===== config.mk =====
export PLATFORM = sky130hd
export DESIGN_NAME = multdiv_unit
export DESIGN_NICKNAME = d
export VERILOG_FILES = /design/src/rtl/multdiv_unit.sv
export SDC_FILE = /design/constraint.sdc
export NUM_CORES = 1
export LEC_CHECK = 0
export BUFFER_PORTS_ARGS = -buffer_cell sky130_fd_sc_hd__buf_2
export CAP_MARGIN = 30
export CORE_MARGIN = 2
export CORE_UTILIZATION = 46
export CTS_BUF_LIST = sky130_fd_sc_hd__clkbuf_4 sky130_fd_sc_hd__clkbuf_8 sky130_fd_sc_hd__clkbuf_16
export CTS_CLUSTER_DIAMETER = 80
export DETAILED_ROUTE_END_ITERATION = 8
export MAX_ROUTING_LAYER = met4
export PLACE_DENSITY = 0.68
export SLEW_MARGIN = 0
export SYNTH_ARGS = -nofsm -noshare
export SYNTH_HDL_FRONTEND = slang
export SYNTH_SLANG_ARGS = --single-unit

===== constraint.sdc =====
create_clock -name clock -period 5.2 [get_ports clock]
set_input_delay 0.26 -clock clock [delete_from_list [all_inputs] [get_ports clock]]
set_output_delay 0.26 -clock clock [all_outputs]
set_load 0.02 [all_outputs]

===== src/rtl/multdiv_unit.sv =====
`timescale 1ns/1ps
// Iterative signed multiply/divide unit beside the single-cycle ALU.
// Operands become magnitudes on start; signs are re-applied in FIX.
module multdiv_unit #(
  parameter int WIDTH = 32,
  parameter int CNT_W = 5
) (
  input  logic             clock,
  input  logic             reset,
  input  logic             ctrl_MULT,
  input  logic             ctrl_DIV,
  input  logic [WIDTH-1:0] data_operandA,
  input  logic [WIDTH-1:0] data_operandB,
  output logic [WIDTH-1:0] data_result,
  output logic             data_exception,
  output logic             data_resultRDY,
  output logic             busy
);
  // state | meaning
  // IDLE  | waiting for a start strobe
  // RUN   | one shift-add / shift-subtract iteration per edge
  // FIX   | sign correction, result write, RDY raised
  typedef enum logic [1:0] {IDLE, RUN, FIX} state_t;

  localparam logic [CNT_W-1:0] LAST = CNT_W'(WIDTH - 1);

  state_t             state_q, state_d;
  logic [CNT_W-1:0]   cnt_q;
  logic [2*WIDTH-1:0] acc_q, acc_step, prod;
  logic [WIDTH-1:0]   opa_q, opb_q, mag_a, mag_b, diff, quot, quot_s, res_fix;
  logic [WIDTH:0]     sum, trial;
  logic               op_mul_q, sign_a_q, sign_b_q, neg, start, exc_fix;

  assign start = ctrl_MULT | ctrl_DIV;
  assign mag_a = data_operandA[WIDTH-1] ? -data_operandA : data_operandA;
  assign mag_b = data_operandB[WIDTH-1] ? -data_operandB : data_operandB;
  assign busy  = (state_q != IDLE) | data_resultRDY;

  always_comb begin
    state_d = state_q;
    if (start) begin
      state_d = RUN;
    end else begin
      case (state_q)
        RUN:     if (cnt_q == LAST) state_d = FIX;
        FIX:     state_d = IDLE;
        default: state_d = IDLE;
      endcase
    end
  end

  // Multiply keeps {hi, multiplier}; divide keeps {remainder, quotient}.
  always_comb begin
    sum   = {1'b0, acc_q[2*WIDTH-1:WIDTH]} + (acc_q[0] ? {1'b0, opa_q} : '0);
    trial = acc_q[2*WIDTH-1:WIDTH-1];
    diff  = trial[WIDTH-1:0] - opb_q;
    if (op_mul_q)
      acc_step = {sum, acc_q[WIDTH-1:1]};
    else if (trial >= {1'b0, opb_q})
      acc_step = {diff, acc_q[WIDTH-2:0], 1'b1};
    else
      acc_step = {trial[WIDTH-1:0], acc_q[WIDTH-2:0], 1'b0};
  end

  always_comb begin
    neg     = sign_a_q ^ sign_b_q;
    prod    = neg ? -acc_q : acc_q;
    quot    = acc_q[WIDTH-1:0];
    quot_s  = neg ? -quot : quot;
    res_fix = quot_s;
    exc_fix = 1'b0;
    if (op_mul_q) begin
      res_fix = prod[WIDTH-1:0];
      exc_fix = !((&prod[2*WIDTH-1:WIDTH-1]) || !(|prod[2*WIDTH-1:WIDTH-1]));
    end else if (opb_q == '0) begin
      res_fix = '0;
      exc_fix = 1'b1;
    end else begin
      // Only min_neg / -1 yields a positive quotient of 2^(WIDTH-1).
      exc_fix = quot[WIDTH-1] & ~neg;
    end
  end

  always_ff @(posedge clock or posedge reset) begin
    if (reset) begin
      state_q        <= IDLE;
      cnt_q          <= '0;
      acc_q          <= '0;
      opa_q          <= '0;
      opb_q          <= '0;
      op_mul_q       <= 1'b0;
      sign_a_q       <= 1'b0;
      sign_b_q       <= 1'b0;
      data_result    <= '0;
      data_exception <= 1'b0;
      data_resultRDY <= 1'b0;
    end else begin
      state_q        <= state_d;
      data_resultRDY <= 1'b0;
      if (start) begin
        op_mul_q <= ctrl_MULT;
        sign_a_q <= data_operandA[WIDTH-1];
        sign_b_q <= data_operandB[WIDTH-1];
        opa_q    <= mag_a;
        opb_q    <= mag_b;
        acc_q    <= {{WIDTH{1'b0}}, (ctrl_MULT ? mag_b : mag_a)};
        cnt_q    <= '0;
      end else begin
        case (state_q)
          RUN: begin
            acc_q <= acc_step;
            cnt_q <= cnt_q + 1'b1;
          end
          FIX: begin
            data_result    <= res_fix;
            data_exception <= exc_fix;
            data_resultRDY <= 1'b1;
            cnt_q          <= '0;
          end
          default: ;
        endcase
      end
    end
  end
endmodule


Word-level counts from Yosys, hierarchy flattened

Index checks and enable logic that the tools add are counted.

Memory bits (writable): 0
Latch bits: 0
Memories: 0
Input bits: 68
Register bits after elaboration: 172
Word-level logic and storage cells: 60
Output and inout port bits: 35
Bits in read-only memories: 0

Multipliers: 0
Magnitude comparators: 1
Bitwise gates (word level): 6
Multiplexer cells: 21
Equal/unequal tests: 4
Shift operators: 0
Add/sub/neg operators: 7
Divide/modulo/power cells: 0
Reduce and logical (&&, ||, !) cells: 10

Operators with widths:

| cell                | number |
|---|---|
| $mux 64             | 5 |
| $mux 32             | 7 |
| $neg 32->32         | 3 |
| $neg 64->64         | 1 |
| $add 32x32->33      | 1 |
| $ge 33x32->1        | 1 |
| $reduce_and 33->1   | 1 |
| $reduce_or 33->1    | 1 |
| $logic_not 32->1    | 1 |
| $sub 32x32->32      | 1 |
| $pmux 5 s2          | 1 |
| $mux 2              | 3 |
| $add 5x1->5 const B | 1 |
| $eq 5x5->1 const B  | 1 |
| $mux 5              | 1 |
| $mux 1              | 4 |
| $reduce_bool 2->1   | 2 |
| $ne 3x3->1 const B  | 1 |
| $reduce_bool 3->1   | 1 |
| $eq 2x1->1 const B  | 1 |
| $eq 2x2->1 const B  | 1 |
| $logic_not 1->1     | 2 |
| $not 1->1           | 2 |
| $or 1x1->1          | 2 |
| 4 further kinds     | 4 |

Longest topological paths before layout

Gate-level depths: netlist (run 1).

Depth in word-level cells: 7
Depth in mapped cells: 15
Mapped depth without buffers: 14

Worst setup path before layout (run 1)

OpenSTA, ideal clock, no wires.

Kind: reg2reg
Start: register acc_q[21]
End: register data_exception
Path buffers: 1
Arrival time: 3.430 ns
Clock period less this slack: 3.569 ns
Slack: 1.631 ns
Required time: 5.061 ns
Cell stages (with the launch flop): 12
Cells stage by stage: dfrtp_1 > clkbuf_1 > nor4_1 > nand2_1 > or4_1 > or3_1 > o31ai_1 > xor2_1 > nor4b_1 > nand4b_1 > a2111oi_0 > a211oi_1

Cells in the longest elaborated chain, start to end: 7
Elaborated cells on any way between the ends: 8
Classes of those cells: add/sub (1); mux (2); reduce/logical (5)

RTL lines:

| what                   | line | text |
|---|---|---|
| from (decl)            | 29   | `logic [2*WIDTH-1:0] acc_q, acc_step, prod;` |
| from (signal assigned) | 106  | `acc_q <= {{WIDTH{1'b0}}, (ctrl_MULT ? mag_b : mag_a)};` |
| from (signal assigned) | 111  | `acc_q <= acc_step;` |
| $neg 64->64 (*)        | 67   | `prod = neg ? -acc_q : acc_q;` |
| $mux 64 (*)            | 67   |  |
| $reduce_or 33->1       | 74   | `exc_fix = !((&prod[2*WIDTH-1:WIDTH-1]) \|\| !(\|prod[2*WIDTH-1:WIDTH-1]));` |
| $logic_not 1->1        | 74   |  |
| $logic_or 1x1->1 (*)   | 74   |  |
| $logic_not 1->1 (*)    | 74   |  |
| $mux 1 (*)             | 72   | `if (op_mul_q) begin` |
| to (signal assigned)   | 116  | `data_exception <= exc_fix;` |
| to (decl)              | 15   | `output logic data_exception,` |

Mark *: on every way between the ends. The rest lies on a longest branch, timed or not.
A chain may end at the register's enable or synchronous reset.

Worst setup path after layout (run 1)

Start: register acc_q[0]
End: register data_exception

Same word-level chain as after synthesis.

==> impl_metrics.csv, run 1 <==
group,metric,value,unit
synthesis,synth.avg_cell_area,7.78,um2
synthesis,synth-edff-count,0,
die,num_rows,65,
placed_design,place_hpwl,41100,um
finish,n_fill_cell,3061,
finish,drive_gt1_share,10.1,%
route,viasPerCell,6.34,
clock_tree,htree_levels,4,
die,die-area,0.0331,mm2
synthesis,synth_area_leaders,"dfrtp_1 (30%), a21oi_1 (6.6%), ha_1 (5.9%)",
finish,regArea,0.00431,mm2
die,start_util,46.4,%
pwr,leakage,7.27,nW
pwr,ir_drop,0.000239,V
clock_tree,clkSinkCount,172,
route,wl,53200,um
status,status,"finished clean",
clock_tree,clkLatencyLatePin,0.46,ns
route,ant_nets,0,
timing,final.setup.tns,0,ns
timing,tightest_slew,0.976,ns
critical_path,crit_arrival,4.51,ns
clock_tree,cts_buffers,17,
finish,multiInputGateArea,0.00958,mm2
finish,fin_util,51.1,%
timing,fin_crit_sh,80.6,%
synthesis,yosysMostFrequentCell,"nor2_1",
timing,rsz0062_at_grt,"no",
synthesis,synth_nets,2009,
global_route,grt_max_degree,89,
timing,setup_violations,0,
global_route,grtUsageTotal,32.7,%
timing,max_freq,238,MHz
global_route,grt_overflow,0,
die,die-width,182,um
synthesis,synth-seq-cells,172,
finish,area_growth,10.2,%
route,drt_first_pass_iters,6,
synthesis,synth_largest_area_cell,"dfrtp_1",
placed_design,port_buffers,102,
critical_path,cp.required,5.52,ns
critical_path,startpoint_type,"flop",
timing,slew_violations,0,
synthesis,netlist_top_cells_count,"nor2_1 (202), a21oi_1 (193), dfrtp_1 (172)",
placed_design,globalplace.congestion,1.08,
critical_path,crit_path_end_kind,"flop",
die,die_h,182,um
global_route,grt_pass1_vias,13297,
synthesis,yosys_warnings,0,
worst_hold_path,hold_path.class,"in -> reg",
timing,relSlewSlack,34.4,%
synthesis,synth_ff_type,"dfrtp_1",
finish,fin_nets,2041,
synthesis,ys_types,73,
global_route,antenna_found_initial,2,
synthesis,synth_top_area_share,29.6,%
clock_tree,cts_tree,"done",
critical_path,worstSetupPathType,"reg -> reg",
clock_tree,path_clk_slew,0.07,ns
job,maxCapViolCount,0,
route,drc,0,
timing,hold_viol_final,0,
die,pin_count,103,
route,first_iter_violations,1807,
clock_tree,clockRootBuffer,"clkbuf_16",
global_route,grt_pass1_wl,80100,um
route,dr_total_vias,14712,
clock_tree,clockBufferDepth,2,
synthesis,async_reset_ff_share,100,%
die,core-area,0.0314,mm2
critical_path,worstPathMaxFanout,19,
synthesis,syn_inst,1870,
synthesis,synth_area,0.0146,mm2
pwr,power_density,276,mW/mm2
synthesis,yosysSeqAreaShare,29.6,%
clock_tree,cts_resized,0,
timing,post-route-min-period,4.19,ns
route,wl_per_cell,22.9,um
timing,fin_skew,0.0227,ns
cell type report:
class                   instances  area share [%]
diodes                          3          0.0468
clock buffers                  18            2.74
clock inverters                14            1.10
inverters                      73            1.74
multi-input cells            1507            59.7
flip-flops and latches        172            26.8
well taps                     402            3.14
repair buffers                131            4.71
layer usage:
layer / track usage (%) / share of wire [%]
met5: - / 0
met4: 10.4 / 3.1
met3: 4.61 / 8.0
met2: 49.0 / 45
met1: 45.8 / 44
path summary, 6_finish.rpt:
check                                  from              to  slack (ns)  depth (start not counted)
max in group asynchronous             reset        op_mul_q        3.48                          4
min reg2reg                       opa_q[30]       opa_q[30]        0.47                          2
min                        data_operandB[0]        acc_q[0]        0.13                          3
max reg2reg                        acc_q[0]  data_exception        1.01                         12
max                                acc_q[0]  data_exception        1.01                         12
min in group asynchronous             reset       opa_q[13]        0.53                          3
cells in the final DEF, fill, tap and decap left out, drive strengths merged, types with 11 or more instances in the layout:
master / count
a211oi: 43
a21o: 28
a21oi: 193
a31oi: 24
and2: 37
buf: 130
clkbuf: 18
dfrtp: 172
ha: 69
inv: 80
mux2i: 45
nand2: 166
nand2b: 12
nand3: 35
nand4: 11
nor2: 202
nor2b: 11
nor3: 65
nor4: 26
o211ai: 23
o21ai: 134
o31ai: 34
or3: 29
or4: 18
xnor2: 72
xor2: 94
report_power, final:
| part | leakage (nW) | internal [W] | switching (W) |
|---|---|---|---|
| registers | 2.14 | 0.00144 | 0.000199 |
| clock network | 0.299 | 0.000742 | 0.000633 |
| logic | 4.83 | 0.000519 | 0.000893 |
metrics by stage:
step                      power, W  setup slack, ns  instances  area (um2)  hold slack, ns
after CTS                  0.00440             1.11       2316       16000           0.113
after floorplan            0.00256            0.280       1870       14600           0.383
after global placement     0.00303             1.28       2283       15400           0.446
final                      0.00443             1.01       2320       16000           0.126
after global routing       0.00462            0.742       2319       16000           0.126
after detailed placement   0.00303             1.15       2283       15400           0.456
registers in the layout (all words and copies together), names as in the netlist, 2 cells and up:
| name | cells |
|---|---|
| cnt_q | 5 |
| data_result | 32 |
| opa_q | 32 |
| state_q | 2 |
| acc_q | 64 |
| opb_q | 32 |
critical path, stage by stage (launching register included):
cell and delay, ns:
dfrtp_1 0.58, inv_1 0.22, ha_1 0.18, nor3b_1 0.34, nand2_1 0.31, nor4_2 0.64, nand3_1 0.23, nor4_1 0.64
nand2_1 0.12, nor2_1 0.12, o21ai_0 0.10, a2111oi_0 0.43, a211oi_1 0.14
kinds of logic (layout without fill, tap and decap cells):
family                     Yosys count  in the layout  synth area share, %
muxes                               46             46                 3.17
other                                0              3                    0
AOI/OAI and AO/OA                  576            576                 24.6
xor gates and xnor gates           166            166                 9.99
DFF                                172            172                 29.6
and+or+nand+nor                    648            648                 21.5
buffers and inverters              191            236                 5.00
adders and majority gates           71             71                 6.21
what timing repair did:
action,4_1_cts,5_1_grt
hold buffers,1,0
buffers inserted,0,0
hold endpoints to repair,5,0
Power figures use the tool's default switching activity.
==> run 2: changes to the inputs <==
==> constraint.sdc (replaced) <==
create_clock -name clock -period 3.7 [get_ports clock]
set_input_delay 0.185 -clock clock [delete_from_list [all_inputs] [get_ports clock]]
set_output_delay 0.185 -clock clock [all_outputs]
set_load 0.02 [all_outputs]
==> run 2 against run 1 <==
The flow now finishes with violations (negative hold slack). Setup slack worse by 0.85 ns. Via count up 1.1%. Clock skew down 0.010 ns.
==> impl_metrics.csv, run 2 (same netlist as run 1, synthesis figures left out) <==
group,metric,value,unit
status,status,"complete, but fails checks",
status,violations,"negative hold slack",
clock_tree,clkLatencyLatePin,0.45,ns
clock_tree,path_clk_slew,0.07,ns
critical_path,worstPathMaxFanout,8,
worst_hold_path,hold_path.class,"in -> async",
finish,final_cell_mix,"nor2_1 (201), a21oi_1 (193), dfrtp_1 (171)",
critical_path,cp_slowest_cell,"dfrtp_1",
timing,holdWs,-0.0402,ns
clock_tree,clockBufferDepth,2,
timing,final.setup.tns,0,ns
route,viasPerCell,6.16,
timing,post-route-min-period,3.54,ns
global_route,grt_overflow,0,
placed_design,port_buffers,102,
global_route,antenna_found_initial,0,
timing,relSlewSlack,31.9,%
global_route,grt_pass1_vias,13731,
pwr,power_frac_comb,35.2,%
timing,hold_viol_final,25,
timing,fin_ws,0.158,ns
finish,area_growth,15.9,%
pwr,power_frac_clock,30.2,%
critical_path,crit_arrival,3.87,ns
die,die-area,0.0331,mm2
clock_tree,cts_hold_buf,0,
global_route,met1_usage,43.9,%
route,ant_nets,0,
route,drc,0,
die,pin_count,103,
pwr,ir_drop,0.000342,V
die,start_util,46.4,%
clock_tree,cts_tree,"done",
critical_path,cp.required,4.03,ns
global_route,grt.busiest_layer,"met2",
pwr,leakage,7.74,nW
global_route,met3_usage,6.88,%
pwr,p_sw_share,38.8,%
placed_design,globalplace.congestion,1.01,
clock_tree,clkSinkCount,172,
critical_path,worst-path-buf-inv,2,
finish,n_fill_cell,3025,
critical_path,slowest_delay,0.46,ns
die,die_h,182,um
placed_design,place_hpwl,41600,um
critical_path,cp_top_family,"compound AO/OA/AOI/OAI gates",
pwr,pwr-share-seq,34.6,%
critical_path,crit_path_end_kind,"flop",
finish,largest_reg_flops,64,
global_route,grtUsageTotal,32.9,%
die,num_rows,65,
timing,slew_violations,0,
finish,top_register,"acc_q",
finish,final_cells,2414,
placed_design,placed_cells,2380,
finish,antenna_cells,0,
clock_tree,htree_levels,4,
route,wl_per_cell,22.0,um
route,dr_total_vias,14874,
global_route,grt_pass1_wl,81300,um
timing,fin_crit_sh,95.7,%
clock_tree,clockRootBuffer,"clkbuf_16",
global_route,use_met2,47.7,%
critical_path,worstSetupPathType,"reg -> reg",
clock_tree,cts_buffers,17,
die,die-width,182,um
critical_path,startpoint_type,"flop",
timing,rsz0062_at_grt,"no",
pwr,p_int,0.00392,W
route,wl,53200,um
finish,drive_gt1_share,15.2,%
die,core-area,0.0314,mm2
placed_design,place_ws,0.00121,ns
finish,fin_util,53.7,%
timing,max_freq,282,MHz
job,maxCapViolCount,0,
route,first_iter_violations,1492,
route,drt_first_pass_iters,6,
pwr,power_density,379,mW/mm2
finish,fin_nets,2138,
finish,final_common_cell,"nor2_1",
critical_path,path_common_cell,"o31ai_1",
pwr,p_sw,0.00248,W
global_route,grt_max_degree,173,
timing,fin_skew,0.0123,ns
timing,setup_violations,0,
timing,tightest_slew,1.02,ns
pwr,power,0.00640,W
critical_path,path_cells,"and2_1 -> ha_1 -> inv_1 -> fa_1 -> nor2b_1 -> o31ai_1 -> a21oi_1 -> o21a_1 -> o31ai_2 -> o31ai_1 -> buf_4 -> a221o_1 -> a211o_1 -> o311ai_1 -> o21ai_0",
-- run 2: what timing repair did --
item | in CTS | in global routing
buffers inserted | 0 | 2
endpoints found under the setup margin | 1 | 13
pin swaps | 0 | 3
gates cloned | 0 | 0
resized for setup | 1 | 19
-- run 2: metal layers --
layer	part of all wire (%)	up-vias
met2	43	637
met4	5.0	0
met1	43	7142
met5	0	-
met3	8.5	118
li1	-	6977
-- run 2: cell type report --
| type | instances | area [um2] | share of cell area [%] |
|---|---|---|---|
| Clock buffer | 17 | 425 | 2.52 |
| Tap cell | 402 | 503 | 2.98 |
| Timing Repair Buffer | 228 | 1500 | 8.90 |
| Multi-Input combinational cell | 1507 | 9670 | 57.3 |
| Sequential cell | 172 | 4310 | 25.5 |
| Clock inverter | 15 | 183 | 1.08 |
| Inverter | 73 | 278 | 1.65 |
-- run 2: path summary, 6_finish.rpt --
kind                             startpoint         endpoint  slack [ns]  depth (start not counted)
max                                acc_q[0]        acc_q[63]        0.16                         15
min                                   reset  data_result[10]       -0.04                          3
max reg2reg                        acc_q[0]        acc_q[63]        0.16                         15
min reg2reg                  data_result[2]   data_result[2]        0.47                          2
max in group asynchronous             reset         op_mul_q        2.92                          3
min in group clock         data_operandB[0]         acc_q[0]        0.06                          3
-- run 2: power groups by stage --
stage          Sequential (W)  Clock [W]  Combinational [W]
2_1_floorplan         0.00216          0            0.00144
3_3_place_gp          0.00223          0            0.00215
3_5_place_dp          0.00224          0            0.00216
4_1_cts               0.00221    0.00194            0.00218
5_1_grt               0.00223    0.00201            0.00244
6_report              0.00222    0.00193            0.00225
-- run 2: through the flow --
stage	hold WS (ns)	cell area (um2)
4_1_cts	0.0473	16800
3_3_place_gp	0.458	16100
5_1_grt	0.0551	16900
3_5_place_dp	0.465	16100
6_report	-0.0402	16900
2_1_floorplan	0.308	14600
-- run 2: worst register-to-register path, stage by stage (launching register included) --
cell      delay, ns
dfrtp_1        0.46
and2_1         0.20
ha_1           0.20
inv_1          0.07
fa_1           0.19
nor2b_1        0.07
o31ai_1        0.37
a21oi_1        0.18
o21a_1         0.27
o31ai_2        0.32
o31ai_1        0.12
buf_4          0.16
a221o_1        0.33
a211o_1        0.29
o311ai_1       0.08
o21ai_0        0.10
